### src/rtl/imm_gen_pkg.sv
// ============================================================================
// Module   : imm_gen_pkg
// Purpose  : Shared definitions for the pipelined immediate generator:
//            immediate-format select codes, occupancy encoding of the
//            two-slot output buffer and the XLEN legality check.
// Ports    : none (package)
// Revision : 1.0 - initial release
// ============================================================================
`default_nettype none

package imm_gen_pkg;

    // Immediate-format select codes carried on in_imm_src
    localparam logic [2:0] IMM_I = 3'b000;
    localparam logic [2:0] IMM_S = 3'b001;
    localparam logic [2:0] IMM_B = 3'b010;
    localparam logic [2:0] IMM_J = 3'b011;
    localparam logic [2:0] IMM_U = 3'b100;
    localparam logic [2:0] IMM_Z = 3'b101;

    // Only RV32 and RV64 datapaths are supported
    localparam int unsigned XLEN_LEGAL_A = 32;
    localparam int unsigned XLEN_LEGAL_B = 64;

    function automatic logic xlen_is_legal(input int unsigned xlen);
        return (xlen == XLEN_LEGAL_A) || (xlen == XLEN_LEGAL_B);
    endfunction

    // Occupancy of the main + skid register pair
    typedef enum logic [1:0] {
        OCC_EMPTY = 2'd0,
        OCC_ONE   = 2'd1,
        OCC_FULL  = 2'd2
    } occ_e;

endpackage

`default_nettype wire

### src/rtl/imm_extract.sv
// ============================================================================
// Module   : imm_extract
// Purpose  : Combinational immediate decoder. Selects one of the RISC-V
//            immediate formats from a 32-bit instruction word and
//            sign-extends it from instruction bit 31 to XLEN bits.
// Ports    : i_instr   [31:0]     raw instruction word
//            i_imm_src [2:0]      format select (I/S/B/J/U, optional Z)
//            o_imm     [XLEN-1:0] extended immediate (0 when illegal)
//            o_illegal            select code not supported
// Macro    : IMM_GEN_ZIMM_EN - when defined, code 101 decodes the CSR zimm
//            field (zero-extended instr[19:15]); otherwise 101 is illegal.
// Revision : 1.0 - initial release
// ============================================================================
`default_nettype none

module imm_extract #(
    parameter int XLEN = 32
) (
    input  logic [31:0]     i_instr,
    input  logic [2:0]      i_imm_src,
    output logic [XLEN-1:0] o_imm,
    output logic            o_illegal
);
    import imm_gen_pkg::*;

    logic        w_sign;
    logic [31:0] w_imm32;
    logic        w_unused_opcode;

    assign w_sign = i_instr[31];

    // The opcode field never contributes to an immediate
    assign w_unused_opcode = ^i_instr[6:0];

    // Every format is first built as a 32-bit value whose bit 31 is the
    // extension bit; widening to XLEN is then a single signed resize.
    always_comb begin
        w_imm32   = 32'd0;
        o_illegal = 1'b0;
        case (i_imm_src)
            IMM_I: w_imm32 = {{20{w_sign}}, i_instr[31:20]};
            IMM_S: w_imm32 = {{20{w_sign}}, i_instr[31:25], i_instr[11:7]};
            IMM_B: w_imm32 = {{19{w_sign}}, i_instr[31], i_instr[7],
                              i_instr[30:25], i_instr[11:8], 1'b0};
            IMM_J: w_imm32 = {{11{w_sign}}, i_instr[31], i_instr[19:12],
                              i_instr[20], i_instr[30:21], 1'b0};
            IMM_U: w_imm32 = {i_instr[31:12], 12'd0};
`ifdef IMM_GEN_ZIMM_EN
            // zimm is unsigned: bit 31 of the 32-bit value is always 0
            IMM_Z: w_imm32 = {27'd0, i_instr[19:15]};
`endif
            default: o_illegal = 1'b1;
        endcase
    end

    // At XLEN=64 this replicates bit 31 into the upper word (LUI semantics)
    assign o_imm = XLEN'($signed(w_imm32));

endmodule

`default_nettype wire

### src/rtl/imm_gen_pipe.sv
// ============================================================================
// Module   : imm_gen_pipe
// Purpose  : Pipelined immediate generator between decode and the execute
//            operand mux. Decodes one instruction per accepted transfer and
//            presents the XLEN-wide immediate one cycle later through a
//            main register plus a skid register, so execute-side stalls
//            never drop a decoded immediate. Strict FIFO order.
// Ports    : clk, rst                  clock, synchronous active-high reset
//            in_valid / in_ready       upstream handshake (in_ready registered)
//            in_instr [31:0]           instruction word
//            in_imm_src [2:0]          format select
//            in_tag [TAG_W-1:0]        sideband tag, passed through
//            out_valid / out_ready     downstream handshake
//            out_imm [XLEN-1:0]        extended immediate
//            out_tag [TAG_W-1:0]       tag matching out_imm
//            out_illegal               in_imm_src was unsupported
// Macro    : IMM_GEN_ZIMM_EN enables the CSR zimm format (code 101) in the
//            decoder; without it code 101 reports illegal.
// Revision : 1.0 - initial release
// ============================================================================
`default_nettype none

module imm_gen_pipe #(
    parameter int XLEN  = 32,
    parameter int TAG_W = 5
) (
    input  logic             clk,
    input  logic             rst,
    input  logic             in_valid,
    output logic             in_ready,
    input  logic [31:0]      in_instr,
    input  logic [2:0]       in_imm_src,
    input  logic [TAG_W-1:0] in_tag,
    output logic             out_valid,
    input  logic             out_ready,
    output logic [XLEN-1:0]  out_imm,
    output logic [TAG_W-1:0] out_tag,
    output logic             out_illegal
);
    import imm_gen_pkg::*;

    generate
        if (!xlen_is_legal(XLEN)) begin : g_xlen_illegal
            $error("imm_gen_pipe: XLEN must be 32 or 64");
        end
    endgenerate

    // Decoded view of the incoming instruction
    logic [XLEN-1:0]  w_new_imm;
    logic             w_new_ill;

    // Main slot (drives out_*) and skid slot
    logic             r_main_valid_q, w_main_valid_d;
    logic [XLEN-1:0]  r_main_imm_q,   w_main_imm_d;
    logic [TAG_W-1:0] r_main_tag_q,   w_main_tag_d;
    logic             r_main_ill_q,   w_main_ill_d;
    logic             r_skid_valid_q, w_skid_valid_d;
    logic [XLEN-1:0]  r_skid_imm_q,   w_skid_imm_d;
    logic [TAG_W-1:0] r_skid_tag_q,   w_skid_tag_d;
    logic             r_skid_ill_q,   w_skid_ill_d;

    logic             w_accept;
    occ_e             w_occ;

    imm_extract #(
        .XLEN (XLEN)
    ) u_extract (
        .i_instr   (in_instr),
        .i_imm_src (in_imm_src),
        .o_imm     (w_new_imm),
        .o_illegal (w_new_ill)
    );

    // in_ready comes straight from a flop: the block can always take one
    // more item unless the skid slot is already occupied.
    assign in_ready = ~r_skid_valid_q;
    assign w_accept = in_valid & in_ready;

    // The skid slot is only ever filled behind a valid main slot
    assign w_occ = r_skid_valid_q ? OCC_FULL :
                   r_main_valid_q ? OCC_ONE  : OCC_EMPTY;

    always_comb begin
        w_main_valid_d = r_main_valid_q;
        w_main_imm_d   = r_main_imm_q;
        w_main_tag_d   = r_main_tag_q;
        w_main_ill_d   = r_main_ill_q;
        w_skid_valid_d = r_skid_valid_q;
        w_skid_imm_d   = r_skid_imm_q;
        w_skid_tag_d   = r_skid_tag_q;
        w_skid_ill_d   = r_skid_ill_q;

        case (w_occ)
            OCC_EMPTY: begin
                if (w_accept) begin
                    w_main_valid_d = 1'b1;
                    w_main_imm_d   = w_new_imm;
                    w_main_tag_d   = in_tag;
                    w_main_ill_d   = w_new_ill;
                end
            end
            OCC_ONE: begin
                if (w_accept && out_ready) begin
                    // Current item leaves while the new one replaces it
                    w_main_imm_d   = w_new_imm;
                    w_main_tag_d   = in_tag;
                    w_main_ill_d   = w_new_ill;
                end else if (w_accept) begin
                    // Stalled: park the new item behind the held one
                    w_skid_valid_d = 1'b1;
                    w_skid_imm_d   = w_new_imm;
                    w_skid_tag_d   = in_tag;
                    w_skid_ill_d   = w_new_ill;
                end else if (out_ready) begin
                    w_main_valid_d = 1'b0;
                end
            end
            OCC_FULL: begin
                // in_ready is low here, so nothing new can arrive
                if (out_ready) begin
                    w_main_imm_d   = r_skid_imm_q;
                    w_main_tag_d   = r_skid_tag_q;
                    w_main_ill_d   = r_skid_ill_q;
                    w_skid_valid_d = 1'b0;
                end
            end
            default: begin
            end
        endcase
    end

    always_ff @(posedge clk) begin
        if (rst) begin
            r_main_valid_q <= 1'b0;
            r_main_imm_q   <= '0;
            r_main_tag_q   <= '0;
            r_main_ill_q   <= 1'b0;
            r_skid_valid_q <= 1'b0;
            r_skid_imm_q   <= '0;
            r_skid_tag_q   <= '0;
            r_skid_ill_q   <= 1'b0;
        end else begin
            r_main_valid_q <= w_main_valid_d;
            r_main_imm_q   <= w_main_imm_d;
            r_main_tag_q   <= w_main_tag_d;
            r_main_ill_q   <= w_main_ill_d;
            r_skid_valid_q <= w_skid_valid_d;
            r_skid_imm_q   <= w_skid_imm_d;
            r_skid_tag_q   <= w_skid_tag_d;
            r_skid_ill_q   <= w_skid_ill_d;
        end
    end

    assign out_valid   = r_main_valid_q;
    assign out_imm     = r_main_imm_q;
    assign out_tag     = r_main_tag_q;
    assign out_illegal = r_main_ill_q;

endmodule

`default_nettype wire
### config.mk
export PLATFORM = sky130hd
export DESIGN_NAME = imm_gen_pipe
export DESIGN_NICKNAME = d
export VERILOG_FILES = /design/src/rtl/imm_gen_pkg.sv /design/src/rtl/imm_extract.sv /design/src/rtl/imm_gen_pipe.sv
export SDC_FILE = /design/constraint.sdc
export NUM_CORES = 1
export LEC_CHECK = 0
export CAP_MARGIN = 20
export CORE_ASPECT_RATIO = 0.5
export CORE_UTILIZATION = 29
export DETAILED_ROUTE_END_ITERATION = 16
export DONT_BUFFER_PORTS = 1
export PLACE_DENSITY = 0.54
export SYNTH_ARGS = -nofsm -noshare
export SYNTH_HDL_FRONTEND = slang
export SYNTH_SLANG_ARGS = --single-unit
export TNS_END_PERCENT = 1
### constraint.sdc
create_clock -name clk -period 1.6 [get_ports clk]
set_clock_uncertainty 0.05 [all_clocks]
set_input_delay 0.16 -clock clk [delete_from_list [all_inputs] [get_ports clk]]
set_output_delay 0.16 -clock clk [all_outputs]
set_load 0.02 [all_outputs]
==> flow_summary.yaml <==
placed_design:
  dp_hpwl_um: 6420
  place.gp.congestion: 0.706
  pre_cts_ws_ns: 0.129
  port-buffer-count: 0
  placed_area_sq_um: 3910
routing:
  drt_first_pass_iters: 4
  viasPerCell: 5.06
  ant_nets: 0
  drcViolationCount: 0
  totalWireLength_um: 9800
  routedWlPerCell_um: 16.7
  routed-via-count: 2967
  initialDrtViolationCount: 244
power:
  pwr-share-comb: 0.104
  power.density_nw_per_um2: 1130
  p_seq_frac: 0.447
  p_clk_frac: 0.449
  finalPower_mw: 4.92
  switchingPower_mw: 1.23
  ir_drop_mv: 0.590
  p_sw_frac: 0.250
  p_int_mw: 3.69
  p_leak_nw: 1.44
yosys:
  synth_area_leaders: "dfxtp_1 42%, nor2_1 5.9%, nand3b_1 5.0%, a21oi_1 4.8%, a211oi_1 4.6%"
  seq_area_frac_synth: 0.418
  ys_async_sr_fraction: 0
  synthCells: 420
  synth_edf_count: 0
  synthesis.nets: 464
  yosysTopAreaCell: "dfxtp_1"
  ys_types: 40
  synth_area_sq_um: 3740
  synth.top_cell.area_share: 0.418
  ys.flop_type: "dfxtp_1"
  ys_ff_latch: 78
  avgSynthCellArea_sq_um: 8.90
  yosys_warnings: 0
cells_and_area:
  multi_input_comb_area_sq_um: 1940
  nFillCells: 1257
  syn_to_final_growth_pct: 16.0
  drive_gt1_frac: 0.183
  finalInstanceArea_sq_um: 4340
  final_nets: 461
  diodes: 0
  postLayoutCoreUtil: 0.356
  regArea_sq_um: 1560
sta:
  hold_viol: 66
  rsz0062_at_grt: "false"
  setup_violations: 0
  holdWs_ns: -0.163
  tightest_slew_ns: 0.430
  final_max_slew_viol_count: 0
  final.min_clock_period_ns: 1.51
  period_share: 0.944
  worst_slack_ns: 0.0894
  max-slew-margin-rel: 0.706
  fmax_ghz: 0.662
  setup-tns-final_ns: 0
setup_path:
  regToRegEndpoint: "r_skid_imm_q[2]"
  startpoint: "r_skid_valid_q"
  startpoint_type: "flip-flop"
  critPathKind: "reg2out"
  rrSetupSlack_ns: 0.13
  endpoint_kind: "output port"
  rr_startpoint: "r_skid_valid_q"
  path_max_fanout: 17
  required_ns: 1.39
  critical_path.endpoint: "in_ready"
  reg2reg_depth: 6
  cp.arrival_ns: 1.30
clocking:
  post-cts-setup-buffer-count: 0
  cts.sinks: 78
  cts-root-buf: "clkbuf_16"
  htreeDepth: 3
  clkTransAtPathRegs_ns: 0.07
  cts_tree: "yes"
  clock_path_buffers: 2
  cts_buffers: 9
  insertion_delay_ns: 0.34
  cts.hold.buffers_added: 9
global_routing:
  grt-ovfl-total: 0
  grt_pass1_wl_um: 15400
  antenna_found_initial: 0
  track_usage: 0.151
  grt_pass1_vias: 2866
  grt_max_degree: 87
die:
  std_cell_rows: 28
  coreArea_sq_um: 12200
  die_h_um: 82.3
  die_area_sq_um: 13400
  die_x_um: 163
  start_util: 0.307
  pin_count: 84
flow_run:
  drv_cap: 0
hold_path:
  hp-class: "in2reg"
run_status:
  violations: "hold timing"
  status: "finished with violations"
routing by layer:
| metal | wire, um | GRT usage | up-vias |
|---|---|---|---|
| li1 | - | - | 1499 |
| met1 | 4480 | 0.183 | 1395 |
| met2 | 4440 | 0.244 | 65 |
| met3 | 760 | 0.0609 | 8 |
| met4 | 117 | 0.0579 | 0 |
| met5 | 0 | 0 | - |
timing repair:
action,CTS,global route
endpoints found under the setup margin,0,4
hold endpoints to repair,78,60
gates resized for setup,0,4
critical path: stages, from the launching register on:
cell and delay, ns:
dfxtp_2 0.35, buf_6 0.17, inv_2 0.23, buf_4 0.20
power groups by stage:
| stage | Combinational, mW | Clock [mW] | Sequential, mW |
|---|---|---|---|
| global route | 0.571 | 2.33 | 2.21 |
| CTS | 0.514 | 2.26 | 2.20 |
| floorplan | 0.433 | 0 | 2.22 |
| finish | 0.513 | 2.21 | 2.20 |
| global placement | 0.481 | 0 | 2.24 |
| detailed placement | 0.484 | 0 | 2.24 |
cell usage after synthesis, types with 8 or more instances:
cell type and count:
dfxtp_1 78, nand4b_1 8, nor2_1 59, buf_2 16, a21oi_2 9, a21oi_1 36, clkbuf_1 18, buf_4 8
mux2i_1 11, o22a_1 9, nor3_1 9, o31ai_2 9, a211oi_2 11, a211oi_1 23, nand2_1 37, nand3b_1 25
o211ai_1 8
cells in the final DEF, fill, tap and decap left out, drive strengths merged, types with 6 or more instances in the layout:
master        n
buf          22
nand3b       25
nor3         13
a21oi        45
o22a          9
a211oi       34
nor3b         6
nand2        37
o21ai         6
dfxtp        78
nand4b        8
nor2         59
o31ai        11
mux2i        11
o211ai        8
dlygate4sd3   8
clkbuf       10
metrics by stage:
stage,instances,hold slack (ns)
floorplan,420,0.246
global placement,562,0.182
detailed placement,562,0.183
CTS,586,-0.179
global route,586,-0.173
finish,586,-0.163
worst min path at each step:
stage	start	end	slack, ns	cells past startpoint
detailed placement	rst	r_skid_imm_q[20]	0.18	1
floorplan	in_tag[0]	r_skid_tag_q[0]	0.25	2
global placement	rst	r_skid_imm_q[20]	0.18	1
global route	rst	r_skid_imm_q[20]	-0.17	1
CTS	rst	r_skid_valid_q	-0.18	1
finish	rst	r_skid_imm_q[17]	-0.16	1
flip-flops by register name (all words and copies together), names as in the netlist:
signal / cells
out_imm: 32
r_skid_imm_q: 32
out_tag: 5
r_skid_tag_q: 5
out_illegal: 1
out_valid: 1
r_skid_ill_q: 1
r_skid_valid_q: 1
kinds of logic (layout without fill, tap and decap cells):
kind of cell / count (synthesis) / count (layout) / share of synthesized area
DFF: 78 / 78 / 0.418
buffers and inverters: 47 / 48 / 0.0676
muxes: 11 / 11 / 0.0295
and+or+nand+nor: 163 / 163 / 0.229
AOI/OAI and AO/OA: 120 / 120 / 0.249
xor gates and xnor gates: 1 / 1 / 0.00736
layout make-up:
cell class,instances,area share
inverter,2,0.00173
multi-input combinational,295,0.446
tap,165,0.0476
timing repair buffer,31,0.0698
clock inverter,5,0.0193
sequential,78,0.360
clock buffer,10,0.0551
Power figures use the tool's default switching activity.
